==> config.mk <==
export PLATFORM = sky130hd
export DESIGN_NAME = move_list_serializer_flat
export DESIGN_NICKNAME = d
export VERILOG_FILES = /design/src/rtl/move_list_serializer_if.sv /design/src/rtl/move_list_serializer.sv /design/src/flat_wrapper.sv
export SDC_FILE = /design/constraint.sdc
export NUM_CORES = 1
export LEC_CHECK = 0
export CAP_MARGIN = 10
export CORE_UTILIZATION = 55
export CTS_CLUSTER_DIAMETER = 200
export CTS_CLUSTER_SIZE = 10
export DETAILED_ROUTE_END_ITERATION = 16
export GPL_TIMING_DRIVEN = 0
export PLACE_DENSITY = 0.83
export SETUP_SLACK_MARGIN = 0.2
export SYNTH_ARGS = -nofsm -noshare
export SYNTH_HDL_FRONTEND = slang
export SYNTH_SLANG_ARGS = --single-unit
==> constraint.sdc <==
create_clock -name clk -period 5.15 [get_ports clk]
set_input_delay 1.545 -clock clk [delete_from_list [all_inputs] [get_ports clk]]
set_output_delay 1.545 -clock clk [all_outputs]
set_load 0.02 [all_outputs]
==> src/rtl/move_list_serializer_if.sv <==
// ============================================================================
// Module      : move_list_serializer_if
// Description : Load / stream handshake bundle between the move generator,
//               the move_list_serializer and the move-ordering consumer.
//               The move_count signal exists only when MOVE_SER_COUNT_EN is
//               defined.
// Revision    : 1.0 - initial release
// ============================================================================
`default_nettype none

interface move_list_serializer_if #(
  parameter int N_SQ = 64,
  parameter int SQ_W = $clog2(N_SQ)
);
  logic              start;
  logic [N_SQ-1:0]   mask_in;
  logic [SQ_W-1:0]   from_sq_in;
  logic              busy;
  logic              out_valid;
  logic              out_ready;
  logic [SQ_W-1:0]   out_from;
  logic [SQ_W-1:0]   out_to;
  logic              out_last;
  logic              done;
`ifdef MOVE_SER_COUNT_EN
  logic [SQ_W:0]     move_count;

  // Generator / consumer side
  modport master (
    output start, mask_in, from_sq_in, out_ready,
    input  busy, out_valid, out_from, out_to, out_last, done, move_count
  );

  // Serializer side
  modport slave (
    input  start, mask_in, from_sq_in, out_ready,
    output busy, out_valid, out_from, out_to, out_last, done, move_count
  );
`else
  // Generator / consumer side
  modport master (
    output start, mask_in, from_sq_in, out_ready,
    input  busy, out_valid, out_from, out_to, out_last, done
  );

  // Serializer side
  modport slave (
    input  start, mask_in, from_sq_in, out_ready,
    output busy, out_valid, out_from, out_to, out_last, done
  );
`endif
endinterface

`default_nettype wire

==> src/rtl/move_list_serializer.sv <==
// ============================================================================
// Module      : move_list_serializer
// Description : Captures a 64-bit legal-destination mask for one source square
//               and streams the set destinations as (from,to) moves over a
//               valid/ready handshake, lowest square index first, one move
//               per cycle when the consumer is always ready.
//               Optional feature macro: MOVE_SER_COUNT_EN adds move_count,
//               the popcount of the mask captured on the last accepted start.
// Revision    : 1.0 - initial release
// ============================================================================
`default_nettype none

module move_list_serializer #(
  parameter int N_SQ = 64,
  parameter int SQ_W = $clog2(N_SQ)
) (
  input  wire                    clk,
  input  wire                    reset_n,
  move_list_serializer_if.slave  bus
);

  typedef enum logic [1:0] {
    S_IDLE = 2'd0,
    S_SCAN = 2'd1,
    S_DONE = 2'd2
  } state_t;

  state_t            r_state;
  state_t            w_state_nxt;
  logic [N_SQ-1:0]   r_rem;
  logic [SQ_W-1:0]   r_from;
  logic [N_SQ-1:0]   w_rem_clr;
  logic [SQ_W-1:0]   w_low_idx;
  logic              w_one_left;
  logic              w_load;
  logic              w_pop;

  // Remaining mask with its lowest set bit removed; also tells whether only
  // one destination is left (clearing it leaves nothing).
  assign w_rem_clr  = r_rem & (r_rem - N_SQ'(1));
  assign w_one_left = (r_rem != '0) && (w_rem_clr == '0);

  // Priority encoder: index of lowest set bit of the registered remaining mask
  always_comb begin
    w_low_idx = '0;
    for (int i = N_SQ - 1; i >= 0; i--) begin
      if (r_rem[i]) begin
        w_low_idx = SQ_W'(i);
      end
    end
  end

  // Next-state logic and load/pop strobes
  always_comb begin
    w_state_nxt = r_state;
    w_load      = 1'b0;
    w_pop       = 1'b0;
    case (r_state)
      S_IDLE: begin
        if (bus.start) begin
          w_load      = 1'b1;
          w_state_nxt = (bus.mask_in != '0) ? S_SCAN : S_DONE;
        end
      end
      S_SCAN: begin
        if (bus.out_ready) begin
          w_pop = 1'b1;
          if (w_one_left) begin
            w_state_nxt = S_DONE;
          end
        end
      end
      S_DONE: begin
        w_state_nxt = S_IDLE;
      end
      default: begin
        w_state_nxt = S_IDLE;
      end
    endcase
  end

  // State register, list capture and per-handshake bit clearing
  always_ff @(posedge clk) begin
    if (!reset_n) begin
      r_state <= S_IDLE;
      r_rem   <= '0;
      r_from  <= '0;
    end else begin
      r_state <= w_state_nxt;
      if (w_load) begin
        r_rem  <= bus.mask_in;
        r_from <= bus.from_sq_in;
      end else if (w_pop) begin
        r_rem  <= w_rem_clr;
      end
    end
  end

`ifdef MOVE_SER_COUNT_EN
  logic [SQ_W:0] w_pop_cnt;
  logic [SQ_W:0] r_move_count;

  // Population count of the incoming mask
  always_comb begin
    w_pop_cnt = '0;
    for (int i = 0; i < N_SQ; i++) begin
      w_pop_cnt = w_pop_cnt + {{SQ_W{1'b0}}, bus.mask_in[i]};
    end
  end

  // Move count is captured with the list and held until the next load
  always_ff @(posedge clk) begin
    if (!reset_n) begin
      r_move_count <= '0;
    end else if (w_load) begin
      r_move_count <= w_pop_cnt;
    end
  end

  assign bus.move_count = r_move_count;
`endif

  // All outputs decode registered state; out_ready only affects the next edge
  assign bus.busy      = (r_state != S_IDLE);
  assign bus.out_valid = (r_state == S_SCAN);
  assign bus.done      = (r_state == S_DONE);
  assign bus.out_from  = r_from;
  assign bus.out_to    = w_low_idx;
  assign bus.out_last  = (r_state == S_SCAN) && w_one_left;

endmodule

`default_nettype wire

==> src/flat_wrapper.sv <==
// flat-port wrapper written by rule: the top's interface ports become plain ports
module move_list_serializer_flat 
#(
  parameter int N_SQ = 64,
  parameter int SQ_W = $clog2(N_SQ)
)
  (clk, reset_n, bus_start, bus_mask_in, bus_from_sq_in, bus_out_ready, bus_busy, bus_out_valid, bus_out_from, bus_out_to, bus_out_last, bus_done);
  move_list_serializer_if #(.N_SQ(N_SQ), .SQ_W(SQ_W)) bus_i ();
  input  wire clk;
  input  wire reset_n;
  input wire logic [$bits(bus_i.start)-1:0] bus_start;
  input wire logic [$bits(bus_i.mask_in)-1:0] bus_mask_in;
  input wire logic [$bits(bus_i.from_sq_in)-1:0] bus_from_sq_in;
  input wire logic [$bits(bus_i.out_ready)-1:0] bus_out_ready;
  output wire logic [$bits(bus_i.busy)-1:0] bus_busy;
  output wire logic [$bits(bus_i.out_valid)-1:0] bus_out_valid;
  output wire logic [$bits(bus_i.out_from)-1:0] bus_out_from;
  output wire logic [$bits(bus_i.out_to)-1:0] bus_out_to;
  output wire logic [$bits(bus_i.out_last)-1:0] bus_out_last;
  output wire logic [$bits(bus_i.done)-1:0] bus_done;
  assign bus_i.start = bus_start;
  assign bus_i.mask_in = bus_mask_in;
  assign bus_i.from_sq_in = bus_from_sq_in;
  assign bus_i.out_ready = bus_out_ready;
  assign bus_busy = bus_i.busy;
  assign bus_out_valid = bus_i.out_valid;
  assign bus_out_from = bus_i.out_from;
  assign bus_out_to = bus_i.out_to;
  assign bus_out_last = bus_i.out_last;
  assign bus_done = bus_i.done;
  move_list_serializer #(.N_SQ(N_SQ), .SQ_W(SQ_W)) u_core (.clk(clk), .reset_n(reset_n), .bus(bus_i));
endmodule
==> flow_summary.toml <==
[status]
outcome = "finished clean"

[timing]
slew-limit-headroom = 0.325
hold_violations = 0
finalCriticalPeriod_ns = 4.98
clock_skew_ns = 0.0102
worst_slew_pin_slew_ns = 1.00
tns_ns = 0
rsz0062_at_grt = "true"
fmax_ghz = 0.201
period_share = 0.967
slew_violations = 0
hold_ws_ns = 0.479
timing.final.ws_setup_ns = 0.171
setup_violations = 0

[logic_synthesis]
synth_edf_count = 0
yosys_warnings = 0
async_flop_share = 0
syn_area_per_cell_um2 = 7.39
ys.flop_type = "dfxtp_1"
synth_top_area_share = 0.277
netlist_top_cells_area = "dfxtp_1 (28%), o21ai_0 (6.4%), a22oi_1 (5.8%)"
synth_area_um2 = 5200
synth_fp_nets = 778
synthesis.instances = 704
ys_seq_area_frac = 0.277
ys_ff_latch = 72
post_synth_num_cell_types = 70
yosysTopAreaCell = "dfxtp_1"
synth.most_common_cell = "dfxtp_1"
ys_top_cells_by_count = "dfxtp_1 (72), o21ai_0 (67), nor2_1 (58), nand2_1 (57), nor2b_1 (43)"

[worst_setup_path]
cp_top_family = "simple AND/OR/NAND/NOR gates"
worstPathMaxFanout = 10
critical_path_class = "reg -> out"
endpoint_kind = "output port"
crit_arrival_ns = 3.43
path_buf_inv = 2
crit_top_cell = "buf_4"
crit_chain = "buf_4, or4_1, or3_4, maj3_2, a2111o_1, a221oi_2, nand4_4, nor4_4, buf_4"
slowest_stage = "or4_1"
critPathLaunchType = "register"
cp.required_ns = 3.61
slowest_delay_ns = 0.56

[power_and_ir_drop]
pwr_density_cell_nw_per_um2 = 262
leakagePower_nw = 2.39
total_power_w = 0.00179
peakVddDrop_uv = 168

[finish]
final.fill_count = 738
syn_to_final_growth_pct = 31.4
instances_no_fill = 938
ff_latch_area_um2 = 1450
multi_input_area_um2 = 3670
final_net_count = 896
layout-drive-gt1-share = 0.143
antenna_cells_inserted = 0

[place]
portBuffers = 87
dp.cells = 902
post-dp-hpwl_um = 15300
dp_slack_ns = -0.419
gp_congestion = 1.11

[flow_run]
cap_viol_max_count = 0

[drt]
drt_pass1_iterations = 7
ant_nets = 0
wirelength_um = 21300
drt-vias-per-instance = 7.01
drtIter0Drc = 807
route.detailed.drc = 0
vias = 6580
wl_per_cell_um = 22.7

[global_routing]
grt_max_degree = 14
grt_pass1_vias = 6072
overflow = 0
grt_pass1_wl_um = 32600
antenna_found_initial = 1
grt_use_total = 0.429

[floorplan]
dieWidth_um = 99.2
io_pins = 90
core_um2 = 9200
rows = 35
die-area_um2 = 9850
start_util = 0.566
die_height_um = 99.2

[clocking]
clockBufferDepth = 2
cts.reportedPaths.clkPinSlew_ns = 0.08
cts_root_buf = "clkbuf_8"
cts.sinks = 72
htreeDepth = 3
cts_tree = "done"
clkLatencyLatePin_ns = 0.37
numCtsBuffers = 9

[min_path]
min_path_type = "reg -> reg"
[final timing paths]
check | start | end | slack, ns | cells after the start
worst max-delay path | u_core.r_rem[3]$_SDFFE_PN0P_ | bus_out_last | 0.17 | 9
worst min-delay path | u_core.bus.out_from[2]$_SDFFE_PN0P_ | u_core.bus.out_from[2]$_SDFFE_PN0P_ | 0.48 | 2
worst max register to register | u_core.r_rem[3]$_SDFFE_PN0P_ | u_core.r_state[1]$_SDFFE_PN0P_ | 1.67 | 10
worst min register to register | u_core.bus.out_from[2]$_SDFFE_PN0P_ | u_core.bus.out_from[2]$_SDFFE_PN0P_ | 0.48 | 2
[power by group]
group / switching (W) / leakage, nW / total [W] / internal (W)
Combinational: 0.000418 / 1.71 / 0.000722 / 0.000305
Clock: 0.000245 / 0.0809 / 0.000434 / 0.000189
Sequential: 0.0000458 / 0.593 / 0.000637 / 0.000591
Total: 0.000708 / 2.39 / 0.00179 / 0.00108
[layout make-up]
| cell class | instances | share of cell area |
|---|---|---|
| Multi-Input combinational cell | 551 | 0.537 |
| Clock buffer | 10 | 0.0201 |
| Buffer | 62 | 0.0441 |
| Inverter | 19 | 0.0104 |
| Clock inverter | 6 | 0.00641 |
| Timing Repair Buffer | 107 | 0.150 |
| Tap cell | 111 | 0.0203 |
| Sequential cell | 72 | 0.212 |
[cell usage in the layout (no fill, tap or decap), types with 25 or more instances in the layout]
cell type / n
nand2_1: 56
dfxtp_1: 68
nor2b_1: 43
nor2_1: 56
nor3_1: 32
o21ai_0: 67
clkbuf_1: 38
a22oi_1: 40
a21oi_1: 37
clkdlybuf4s50_1: 86
a21boi_0: 25
[registers in the layout (all words and copies together), names as in the netlist]
name,cells
u_core.bus.out_from,6
u_core.r_rem,64
u_core.r_state,2
[cell families (layout without fill, tap and decap cells)]
| kind of cell | after synthesis | count (layout) | share of synthesized area |
|---|---|---|---|
| flops | 72 | 72 | 0.277 |
| simple gates | 309 | 309 | 0.343 |
| fa+ha+maj | 3 | 3 | 0.00625 |
| compound gates | 239 | 239 | 0.307 |
| buf+inv | 81 | 204 | 0.0671 |
[metal layers]
layer,GRT usage,vias to the layer above,part of all wire
met5,0,-,0.00084
met4,0.231,2,0.054
met3,0.106,129,0.13
met2,0.659,528,0.43
met1,0.553,3039,0.38
li1,-,2882,-
[worst min-delay path, cell delays in order (launching register included)]
cell and delay, ns:
dfxtp_1 0.31, nand2_1 0.05, a21boi_0 0.07
[stage by stage]
step,util,instance area (µm²)
after floorplan,-,5200
after global placement,0.675,6210
after detailed placement,0.675,6210
after CTS,0.723,6650
after global routing,0.743,6840
final,0.743,6840
[repair_timing]
item	CTS	global route
hold buffers	0	0
pin swaps	10	17
gates cloned	0	0
setup buffers	12	8
hold endpoints to repair	0	0
setup endpoints to repair	1	2
gates resized for setup	32	35
Power figures use the tool's default switching activity.
